--- src/rtl/alu_mc.sv ---
// alu_mc: multi-cycle ALU for the execute stage.
// Single-cycle add/sub/logic/shift ops finish in one cycle. Multiply, unsigned
// divide and remainder iterate one bit per cycle. Operands come in over a
// valid/ready handshake and results leave over one. Result and Z/V/N flags are
// registered and travel together.
module alu_mc #(
  parameter int WIDTH  = 32,
  parameter int OPC_W  = 5,
  parameter int MULDIV = 1
) (
  input  logic             clk,
  input  logic             rst_n,
  input  logic             flush,
  input  logic             in_valid,
  output logic             in_ready,
  input  logic [OPC_W-1:0] opcode,
  input  logic [WIDTH-1:0] operand_a,
  input  logic [WIDTH-1:0] operand_b,
  output logic             out_valid,
  input  logic             out_ready,
  output logic [WIDTH-1:0] result,
  output logic             z,
  output logic             v,
  output logic             n
);

  localparam int SH_W = $clog2(WIDTH);
  localparam int MSB  = WIDTH - 1;

  localparam logic [OPC_W-1:0] OP_SUB = OPC_W'(5'h02);
  localparam logic [OPC_W-1:0] OP_AND = OPC_W'(5'h05);
  localparam logic [OPC_W-1:0] OP_OR  = OPC_W'(5'h06);
  localparam logic [OPC_W-1:0] OP_XOR = OPC_W'(5'h07);
  localparam logic [OPC_W-1:0] OP_SLL = OPC_W'(5'h08);
  localparam logic [OPC_W-1:0] OP_SRL = OPC_W'(5'h09);
  localparam logic [OPC_W-1:0] OP_SRA = OPC_W'(5'h0A);
  localparam logic [OPC_W-1:0] OP_MUL = OPC_W'(5'h0B);
  localparam logic [OPC_W-1:0] OP_DIV = OPC_W'(5'h0C);
  localparam logic [OPC_W-1:0] OP_REM = OPC_W'(5'h0D);

  typedef enum logic [1:0] {IDLE, BUSY, DONE} state_t;
  typedef enum logic [1:0] {MC_MUL, MC_DIV, MC_REM} mc_op_t;

  // Registered single-cycle outcome, bundled so it can be written as one unit
  typedef struct packed {
    logic [WIDTH-1:0] res;
    logic             z;
    logic             v;
    logic             n;
  } rsp_t;

  state_t           state;
  mc_op_t           mc_op;
  logic [SH_W-1:0]  cnt;
  logic             fin;      // all WIDTH iterations done; next BUSY cycle publishes
  logic [WIDTH-1:0] acc_hi;   // mul: partial product high half; div: partial remainder
  logic [WIDTH-1:0] acc_lo;   // mul: multiplier / product low half; div: dividend / quotient
  logic [WIDTH-1:0] opnd;     // mul: multiplicand; div: divisor

  logic             accept;
  logic             is_mc;
  logic             is_sub;
  logic [WIDTH-1:0] b_eff;
  logic [WIDTH-1:0] addsub;
  logic [SH_W-1:0]  shamt;
  rsp_t             sc;

  logic [WIDTH:0]   mul_sum;
  logic [WIDTH:0]   div_tr;
  logic [WIDTH:0]   div_diff;
  logic [WIDTH-1:0] step_hi;
  logic [WIDTH-1:0] step_lo;
  rsp_t             mc;

  assign in_ready = (state == IDLE) || ((state == DONE) && out_ready);
  assign accept   = in_valid && in_ready && !flush;
  assign is_mc    = (MULDIV != 0) &&
                    ((opcode == OP_MUL) || (opcode == OP_DIV) || (opcode == OP_REM));

  // Shared adder: subtract is a + ~b + 1, so one overflow rule covers both
  assign is_sub = (opcode == OP_SUB);
  assign b_eff  = is_sub ? ~operand_b : operand_b;
  assign addsub = operand_a + b_eff + {{(WIDTH-1){1'b0}}, is_sub};
  assign shamt  = operand_b[SH_W-1:0];

  // Single-cycle datapath; anything not decoded (incl. mul/div when MULDIV=0) adds
  always_comb begin
    sc.res = addsub;
    sc.v   = (operand_a[MSB] == b_eff[MSB]) && (addsub[MSB] != operand_a[MSB]);
    sc.n   = addsub[MSB];
    case (opcode)
      OP_AND: begin sc.res = operand_a & operand_b; sc.v = 1'b0; sc.n = 1'b0; end
      OP_OR:  begin sc.res = operand_a | operand_b; sc.v = 1'b0; sc.n = 1'b0; end
      OP_XOR: begin sc.res = operand_a ^ operand_b; sc.v = 1'b0; sc.n = 1'b0; end
      OP_SLL: begin sc.res = operand_a << shamt;    sc.v = 1'b0; sc.n = 1'b0; end
      OP_SRL: begin sc.res = operand_a >> shamt;    sc.v = 1'b0; sc.n = 1'b0; end
      OP_SRA: begin sc.res = $signed(operand_a) >>> shamt; sc.v = 1'b0; sc.n = 1'b0; end
      default: ;
    endcase
    sc.z = (sc.res == '0);
  end

  // One iteration: LSB-first shift-add for mul, restoring subtract for div/rem.
  // A zero divisor never underflows, so quotient fills with ones and the
  // remainder ends up equal to the dividend without special casing.
  always_comb begin
    mul_sum  = {1'b0, acc_hi} + (acc_lo[0] ? {1'b0, opnd} : '0);
    div_tr   = {acc_hi, acc_lo[MSB]};
    div_diff = div_tr - {1'b0, opnd};
    if (mc_op == MC_MUL) begin
      step_hi = mul_sum[WIDTH:1];
      step_lo = {mul_sum[0], acc_lo[MSB:1]};
    end else if (div_diff[WIDTH]) begin
      step_hi = div_tr[WIDTH-1:0];
      step_lo = {acc_lo[MSB-1:0], 1'b0};
    end else begin
      step_hi = div_diff[WIDTH-1:0];
      step_lo = {acc_lo[MSB-1:0], 1'b1};
    end
  end

  // Final multi-cycle result and flags, picked from the accumulators
  always_comb begin
    mc.res = acc_lo;
    mc.v   = (opnd == '0);
    mc.n   = 1'b0;
    case (mc_op)
      MC_MUL: begin mc.v = (acc_hi != '0); mc.n = acc_lo[MSB]; end
      MC_REM: mc.res = acc_hi;
      default: ;
    endcase
    mc.z = (mc.res == '0);
  end

  // Control FSM plus result/flag and iteration registers
  always_ff @(posedge clk or negedge rst_n) begin
    if (!rst_n) begin
      state     <= IDLE;
      mc_op     <= MC_MUL;
      cnt       <= '0;
      fin       <= 1'b0;
      acc_hi    <= '0;
      acc_lo    <= '0;
      opnd      <= '0;
      out_valid <= 1'b0;
      result    <= '0;
      z         <= 1'b0;
      v         <= 1'b0;
      n         <= 1'b0;
    end else if (flush) begin
      state     <= IDLE;
      out_valid <= 1'b0;
      cnt       <= '0;
      fin       <= 1'b0;
    end else if (accept) begin
      if (is_mc) begin
        state     <= BUSY;
        out_valid <= 1'b0;
        cnt       <= SH_W'(WIDTH - 1);
        fin       <= 1'b0;
        acc_hi    <= '0;
        if (opcode == OP_MUL) begin
          mc_op  <= MC_MUL;
          acc_lo <= operand_b;
          opnd   <= operand_a;
        end else begin
          mc_op  <= (opcode == OP_DIV) ? MC_DIV : MC_REM;
          acc_lo <= operand_a;
          opnd   <= operand_b;
        end
      end else begin
        state     <= DONE;
        out_valid <= 1'b1;
        result    <= sc.res;
        z         <= sc.z;
        v         <= sc.v;
        n         <= sc.n;
      end
    end else begin
      case (state)
        BUSY: begin
          if (fin) begin
            state     <= DONE;
            out_valid <= 1'b1;
            fin       <= 1'b0;
            result    <= mc.res;
            z         <= mc.z;
            v         <= mc.v;
            n         <= mc.n;
          end else begin
            acc_hi <= step_hi;
            acc_lo <= step_lo;
            if (cnt == '0) fin <= 1'b1;
            else           cnt <= cnt - SH_W'(1);
          end
        end
        DONE: begin
          if (out_ready) begin
            state     <= IDLE;
            out_valid <= 1'b0;
          end
        end
        default: ;
      endcase
    end
  end

endmodule

--- config.mk ---
export PLATFORM = sky130hd
export DESIGN_NAME = alu_mc
export DESIGN_NICKNAME = d
export VERILOG_FILES = /design/src/rtl/alu_mc.sv
export SDC_FILE = /design/constraint.sdc
export NUM_CORES = 1
export LEC_CHECK = 0
export CAP_MARGIN = 25
export CELL_PAD_IN_SITES_DETAIL_PLACEMENT = 0
export CELL_PAD_IN_SITES_GLOBAL_PLACEMENT = 1
export CORE_MARGIN = 5
export CORE_UTILIZATION = 30
export CTS_BUF_LIST = sky130_fd_sc_hd__clkbuf_4
export DETAILED_ROUTE_END_ITERATION = 12
export PLACE_DENSITY_LB_ADDON = 0.05
export SYNTH_ARGS = -nofsm -noshare
export SYNTH_HDL_FRONTEND = slang
export SYNTH_SLANG_ARGS = --single-unit
export TNS_END_PERCENT = 10
--- constraint.sdc ---
create_clock -name clk -period 9.2 [get_ports clk]
set_clock_uncertainty 0.05 [all_clocks]
set_input_delay 1.84 -clock clk [delete_from_list [all_inputs] [get_ports clk]]
set_output_delay 1.84 -clock clk [all_outputs]
set_load 0.01 [all_outputs]
==> metrics.md <==
| Metric | Value |
|---|---|
| CTS tree | built |
| Distinct cells, synth | around 90 |
| Switch Pwr | roughly 1.3 mW |
| Sw frac | between 40% and 50% |
| Hold Fails Final Rpt | 0 |
| Remaining antenna violation count | 0 |
| Global route overflow | 0 |
| Post-DP Area | roughly 0.021 mm² |
| CTS root buffer | clkbuf_4 |
| Clk slew on worst S/H paths | around 150 ps |
| Slew @ Worst Pin | 1150 ps |
| CP delay by family, top | simple AND/OR/NAND/NOR gates |
| Worst setup EP type | register |
| Sequential-to-total area share from yosys stat | between 10% and 20% |
| Ys async rst share | 100% |
| Vias in the first global route | between 15000 and 20000 |
| Max-cap violations | 0 |
| Leak pwr | 8.79 nW |
| Clock Latency Late Sink | between 600 and 700 ps |
| Post-CTS Setup Bufs | 0 |
| Routability congestion estimate | approximately 0.94 |
| Mapped Avg Cell Area | ~7.7 µm² |
| RSZ-0062 raised after global routing | false |
| CTS H-Tree Depth | 4 |
| Post-CTS resize count | 0 |
| Via Count | 18700 |
| Tmin final | 7410 ps |
| Setup TNS | 0 ps |
| Layout cells sized above 1 | roughly 7% |
| First-pass GRT wire length | roughly 130000 µm |
| Vias per std cell | roughly 5.7 |
| F_max | 0.135 GHz |
| Gr usage total | approximately a quarter |
| Flops & latches, synth | 141 |
| Mean routed wirelength per cell | around 26 µm |
| Max-slew violations | 0 |
| Fraction of the cycle the final worst path needs | between 80 and 90% |
| Worst hold margin | ~450 ps |
| Initial DRC count | 1444 |
| Layout area overhead | 11.4% |
| Arrival time at the worst endpoint | about 8000 ps |
| Clk network pwr share | between 10% and 20% |
| Final Instance Area | around 0.021 mm² |
| Synth Cell Area | roughly 0.019 mm² |
| CP bufs+invs | 2 |
| Fin nets | roughly 2700 |
| Slowest CP cell | clkdlybuf4s50_1 |
| Largest net degree at the start of global routing | 91 |
| Finished Layout Cells | ~3300 |
| # DRC | 0 |
| Final wirelength | 85300 µm |
| Clock sinks | 141 |
| Site Rows | 91 |
| First-pass iteration count of the detailed router | 5 |
| IR drop worst, VDD | about 0.096 mV |
| Largest stage delay on the critical path | approximately 840 ps |
| Dpl hpwl | between 60000 and 70000 µm |
| Worst slew margin | approximately 23% |
| Startpoint Class | input port |
| Inserted Clock Buffers | 17 |
| Status | finished, final reports clean |
| Bufs on Longest Clock Path | 2 |
| Gate Count Post-Synth | around 2400 |
| Post-Syn Nets | between 2000 and 3000 |
| Die width | around 260 µm |
| Internal power | roughly 1.6 mW |
| Synth top cells by count | 329 x nand2_1, 223 x o21ai_0, 199 x a21oi_1 |
| Starting density of the core | around 30% |
| Die ar. | 0.0679 mm² |
| Pwr Density | roughly 140 mW/mm² |
| Register share of total power | roughly a third |
| Total core area | 0.0619 mm² |
| Finished Core Util | around 34% |
| Final WS setup | ~1800 ps |
| Initial antenna violation count | 3 |
| Top-area cell type share of the netlist area | a little under a fifth |
| Crit Path Max Fanout | 30 |
| Post-synth top area cell | dfrtp_1 |
| Largest cells by area after synthesis | dfrtp_1 19%, ha_1 11%, mux2i_1 6.6%, nand2_1 6.6%, o21ai_0 5.9% |
| Comb power frac | approximately half |
| Port buffer count | between 100 and 150 |
| Number of synthesized flops with an enable pin | 0 |
| Overall Power | between 2 and 3 mW |
| Post-Place Cells | 3249 |
| Setup slack at placement | about 1100 ps |
| Height of the die | ~260 µm |
| Hold Path Class | reg2reg |
| Top FF cell, synth | dfrtp_1 |
| I/O pins | 111 |
| WS Path Type | in2reg |
| Worst endpoint required time | between 9000 and 10000 ps |
| # setup viols final | 0 |
| Most common cell in the synthesized netlist | nand2_1 |
| Ys Warns | 0 |
| Cts-stage hold buffer count | 0 |
| Crit path cell chain | clkdlybuf4s50_1 -> or3b_2 -> or3_2 -> buf_4 -> xnor2_1 -> ha_1 -> or4_1 -> o21ai_0 -> a31oi_1 -> a221o_1 -> xor2_1 -> a221o_1 -> nor4_1 -> nand4_1 -> nor4_1 -> nand4b_1 -> or4_1 -> o21ai_1 |
==> worst min-delay path, stage by stage (launching register included) <==
cell and delay, ps:
dfrtp_1 370, nand2_1 50, o21ai_0 60
==> cell families after synthesis <==
logic type,count (synthesis),synth area share (%)
adders and majority gates,170,11.4
and+or+nand+nor,739,18.2
buffers and inverters,285,6.13
DFF,141,18.7
AOI/OAI and AO/OA,795,27.0
muxes,192,13.5
xor gates and xnor gates,108,5.02
==> state kept, by name (all words and copies together), names as in the netlist <==
name	cells
acc_lo	32
result	32
acc_hi	32
v	1
fin	1
z	1
cnt	5
opnd	32
out_valid	1
state	1
mc_op	2
n	1
==> worst paths after layout <==
kind | start | to | slack [ps] | cells past startpoint
max reg2reg | acc_lo[31] | acc_lo[0] | 4060 | 17
min in group asynchronous | rst_n | result[7] | 1120 | 1
min | result[27] | result[27] | 450 | 2
max | opcode[1] | z | 1790 | 18
min reg2reg | result[27] | result[27] | 450 | 2
max in group asynchronous | rst_n | acc_hi[23] | 6580 | 2
==> placed cells by master, fill, tap and decap left out, types with 20 or more instances in the layout <==
master	netlist	final
o21a_1	25	25
a211oi_1	28	28
mux2_2	23	23
xor2_1	33	32
and2_1	40	40
mux2i_1	125	125
xnor2_1	75	75
a21oi_1	199	199
a21o_1	57	56
o22ai_1	21	21
dfrtp_1	141	141
o211ai_1	27	27
nand2_1	329	328
a22oi_1	43	43
nand4_1	36	36
buf_4	1	35
a31oi_1	20	20
ha_1	167	167
o21ai_0	223	223
inv_1	122	121
nor3_1	31	30
mux4_2	33	33
nor2_1	147	143
clkdlybuf4s50_1	0	105
nand3_1	39	39
==> power groups by stage <==
stage / combinational, mW / sequential (mW) / clock (mW)
final: 1.48 / 0.918 / 0.482
after global routing: 1.63 / 0.938 / 0.521
after CTS: 1.49 / 0.923 / 0.501
after detailed placement: 1.48 / 0.936 / 0
after global placement: 1.47 / 0.945 / 0
after floorplan: 0.916 / 0.873 / 0
==> cell type report <==
cell class	instances	area [µm²]
Clock buffer	18	135
Inverter	122	458
Timing Repair Buffer	146	1400
Clock inverter	14	181
Tap cell	837	1050
Sequential cell	141	3530
Multi-Input combinational cell	2004	14200
Antenna cell	3	7.51
Fill cell	6648	41000
==> metal layers <==
metal / up-vias / share of wire (%) / wire length (µm) / GRT usage [%]
met2: 454 / 47 / 40400 / 41.3
met4: 0 / 3.3 / 2820 / 8.10
met1: 9149 / 46 / 39600 / 33.7
met5: - / 0 / 0 / 0
li1: 8964 / - / - / -
met3: 102 / 2.9 / 2450 / 1.70
(Power assumes the default switching activity.)
==> edit, RTL diff (same settings) <==
`OPC_W`: 5 -> 10.
--- a/src/rtl/alu_mc.sv
+++ b/src/rtl/alu_mc.sv
@@ -7,3 +7,3 @@
   parameter int WIDTH  = 32,
-  parameter int OPC_W  = 5,
+  parameter int OPC_W  = 10,
   parameter int MULDIV = 1
Interface: changed (resized opcode); port bits go from 111 to 116. The function was not compared with the original's and may differ.
==> edit against the original RTL <==
Non-clock buffer count increased by 44; die area rose by 2.5%; area after synthesis up 2.6%; sequential cell count unchanged; final area rose by 3.8%; setup slack improved by 0.64 ns; wire length up 22%; critical path depth stayed put; total power fell by 22%; critical path type unchanged; largest power group unchanged.
==> edit: results (changes against the original RTL) <==
[outcome]
outcome=finished clean  ; unchanged

[worst_setup_path]
slowest_delay_ns=0.67  ; was 0.84 ns
startpoint=opcode[1]  ; unchanged
reg2reg_from=acc_lo[31]  ; unchanged
crit_end=z  ; unchanged
critPathTopFamily=simple AND/OR/NAND/NOR gates  ; unchanged
path_class=input pin to register  ; unchanged
cp.arrival_ns=7.38  ; was 7.95 ns
crit_fanout=23  ; was 30
r2r_end=acc_hi[18]  ; was acc_lo[0]
cp_slowest_cell=or4b_1  ; was clkdlybuf4s50_1
worstRegToRegCells=16  ; was 17
worst-r2r-setup-slack_ns=4.02  ; was 4.06 ns

[grt]
grt_overflow=0  ; unchanged
grt_max_degree=83  ; was 91
grt_pass1_wl_um=149000  ; was 126000 um
grt_pass1_vias=20400  ; was 18400
grt_use_total_pct=28.8  ; was 24.6%
antenna_found_initial=4  ; was 3

[cts]
cts_buffers=17  ; unchanged
cts_resized=0  ; unchanged
htreeDepth=4  ; unchanged
post_cts_buffers=0  ; unchanged
clk_latency_ns=0.73  ; was 0.65 ns
root_buffer=clkbuf_4  ; unchanged
cts.clk_slew.worst_paths_ns=0.14
clockBufferDepth=2  ; unchanged

[finish]
fin_nets=2844  ; was 2676
finish.utilization_pct=34.0  ; was 33.9%
drive_gt1_share_pct=8.09  ; was 6.87%
nFillCells=6889  ; was 6648

[synth]
synthTopCellsByArea=dfrtp_1 18%, ha_1 11%, nand2_1 7.3%, mux4_2 6.3%, mux2i_1 5.6%  ; was dfrtp_1 19%, ha_1 11%, mux2i_1 6.6%, nand2_1 6.6%, o21ai_0 5.9%
yosysSeqAreaShare_pct=18.3  ; was 18.7%
synth_common_cells=376 x nand2_1, 206 x nor2_1, 178 x o21ai_0  ; was 329 x nand2_1, 223 x o21ai_0, 199 x a21oi_1
async_reset_ff_share_pct=100  ; unchanged
yosysWarnings=0  ; unchanged
yosysUniqueCellTypes=80  ; was 89
synthFlopType=dfrtp_1  ; unchanged
synth_cells=2572  ; was 2430

[placed_design]
pre_cts_slack_ns=1.70  ; was 1.12 ns
gp_congestion=0.972  ; was 0.942
postPlaceCellArea_mm2=0.0214  ; was 0.0206 mm2
dp.cells=3430  ; was 3249
dp_hpwl_um=79200  ; was 66900 um
port_buffers=115  ; was 110

[power_and_ir_drop]
vdd_drop_max_mv=0.0903  ; was 0.0963 mV
leakagePower_nw=9.56  ; was 8.79 nW

[routing]
vias=20800  ; was 18700
vias_per_cell=6.00  ; was 5.68
routed_wirelength_um=104000  ; was 85300 um
drt_iter0_markers=2049  ; was 1444
drtPass1Iterations=5  ; unchanged

[sta]
relSlewSlack_pct=24.6  ; was 22.9%
period_minus_slack_ns=6.77  ; was 7.41 ns

[worst_hold_path]
holdCritPathClass=register to register  ; unchanged

==> edit: logic make-up (layout without fill, tap and decap cells) <==
family                   count (synthesis)  count (layout)  share of synthesized area, %
buffers and inverters                  317             353                          6.24
AO/OA/AOI/OAI                          759             759                          25.3
multiplexers                           180             180                          12.9
XOR/XNOR                               103             103                          4.67
other                                    0               5                             0
flip-flops                             141             141                          18.3
AND/OR/NAND/NOR                        902             902                          21.5
adder cells (fa/ha/maj)                170             170                          11.1
==> edit: worst min path at each step <==
stage / endpoint / slack, ns / startpoint / cells past startpoint
floorplan: cnt[4] / 0.43 / cnt[4] / 1
global placement: result[9] / 0.41 / result[9] / 2
detailed placement: result[9] / 0.41 / result[9] / 2
CTS: result[9] / 0.45 / result[9] / 2
global route: result[5] / 0.49 / result[5] / 2
finish: result[9] / 0.45 / result[9] / 2
==> edit: layout make-up <==
class                      instances  area share, %
multi-input combinational       2114           67.3
sequential                       141           16.2
timing repair buffer             190           7.83
tap                              855           4.91
inverter                         131           2.26
clock inverter                    14          0.850
clock buffer                      18          0.621
antenna                            5         0.0575
==> edit: report_power, final <==
group,switching [mW],leakage [nW],internal (mW)
logic,0.626,7.57,0.394
registers,0.0497,1.82,0.670
clock network,0.298,0.167,0.198
==> edit: metal layers <==
| layer | vias to the layer above | share of wire, % | GRT usage [%] |
|---|---|---|---|
| li1 | 9490 | - | - |
| met1 | 10300 | 43 | 38.5 |
| met2 | 839 | 46 | 46.9 |
| met3 | 164 | 6.3 | 4.69 |
| met4 | 0 | 4.5 | 10.9 |
| met5 | - | 0 | 0 |
==> edit: worst min-delay path: stages (launching register included) <==
cell and delay [ns]:
dfrtp_1 0.38, nand2_1 0.05, nand2_1 0.05
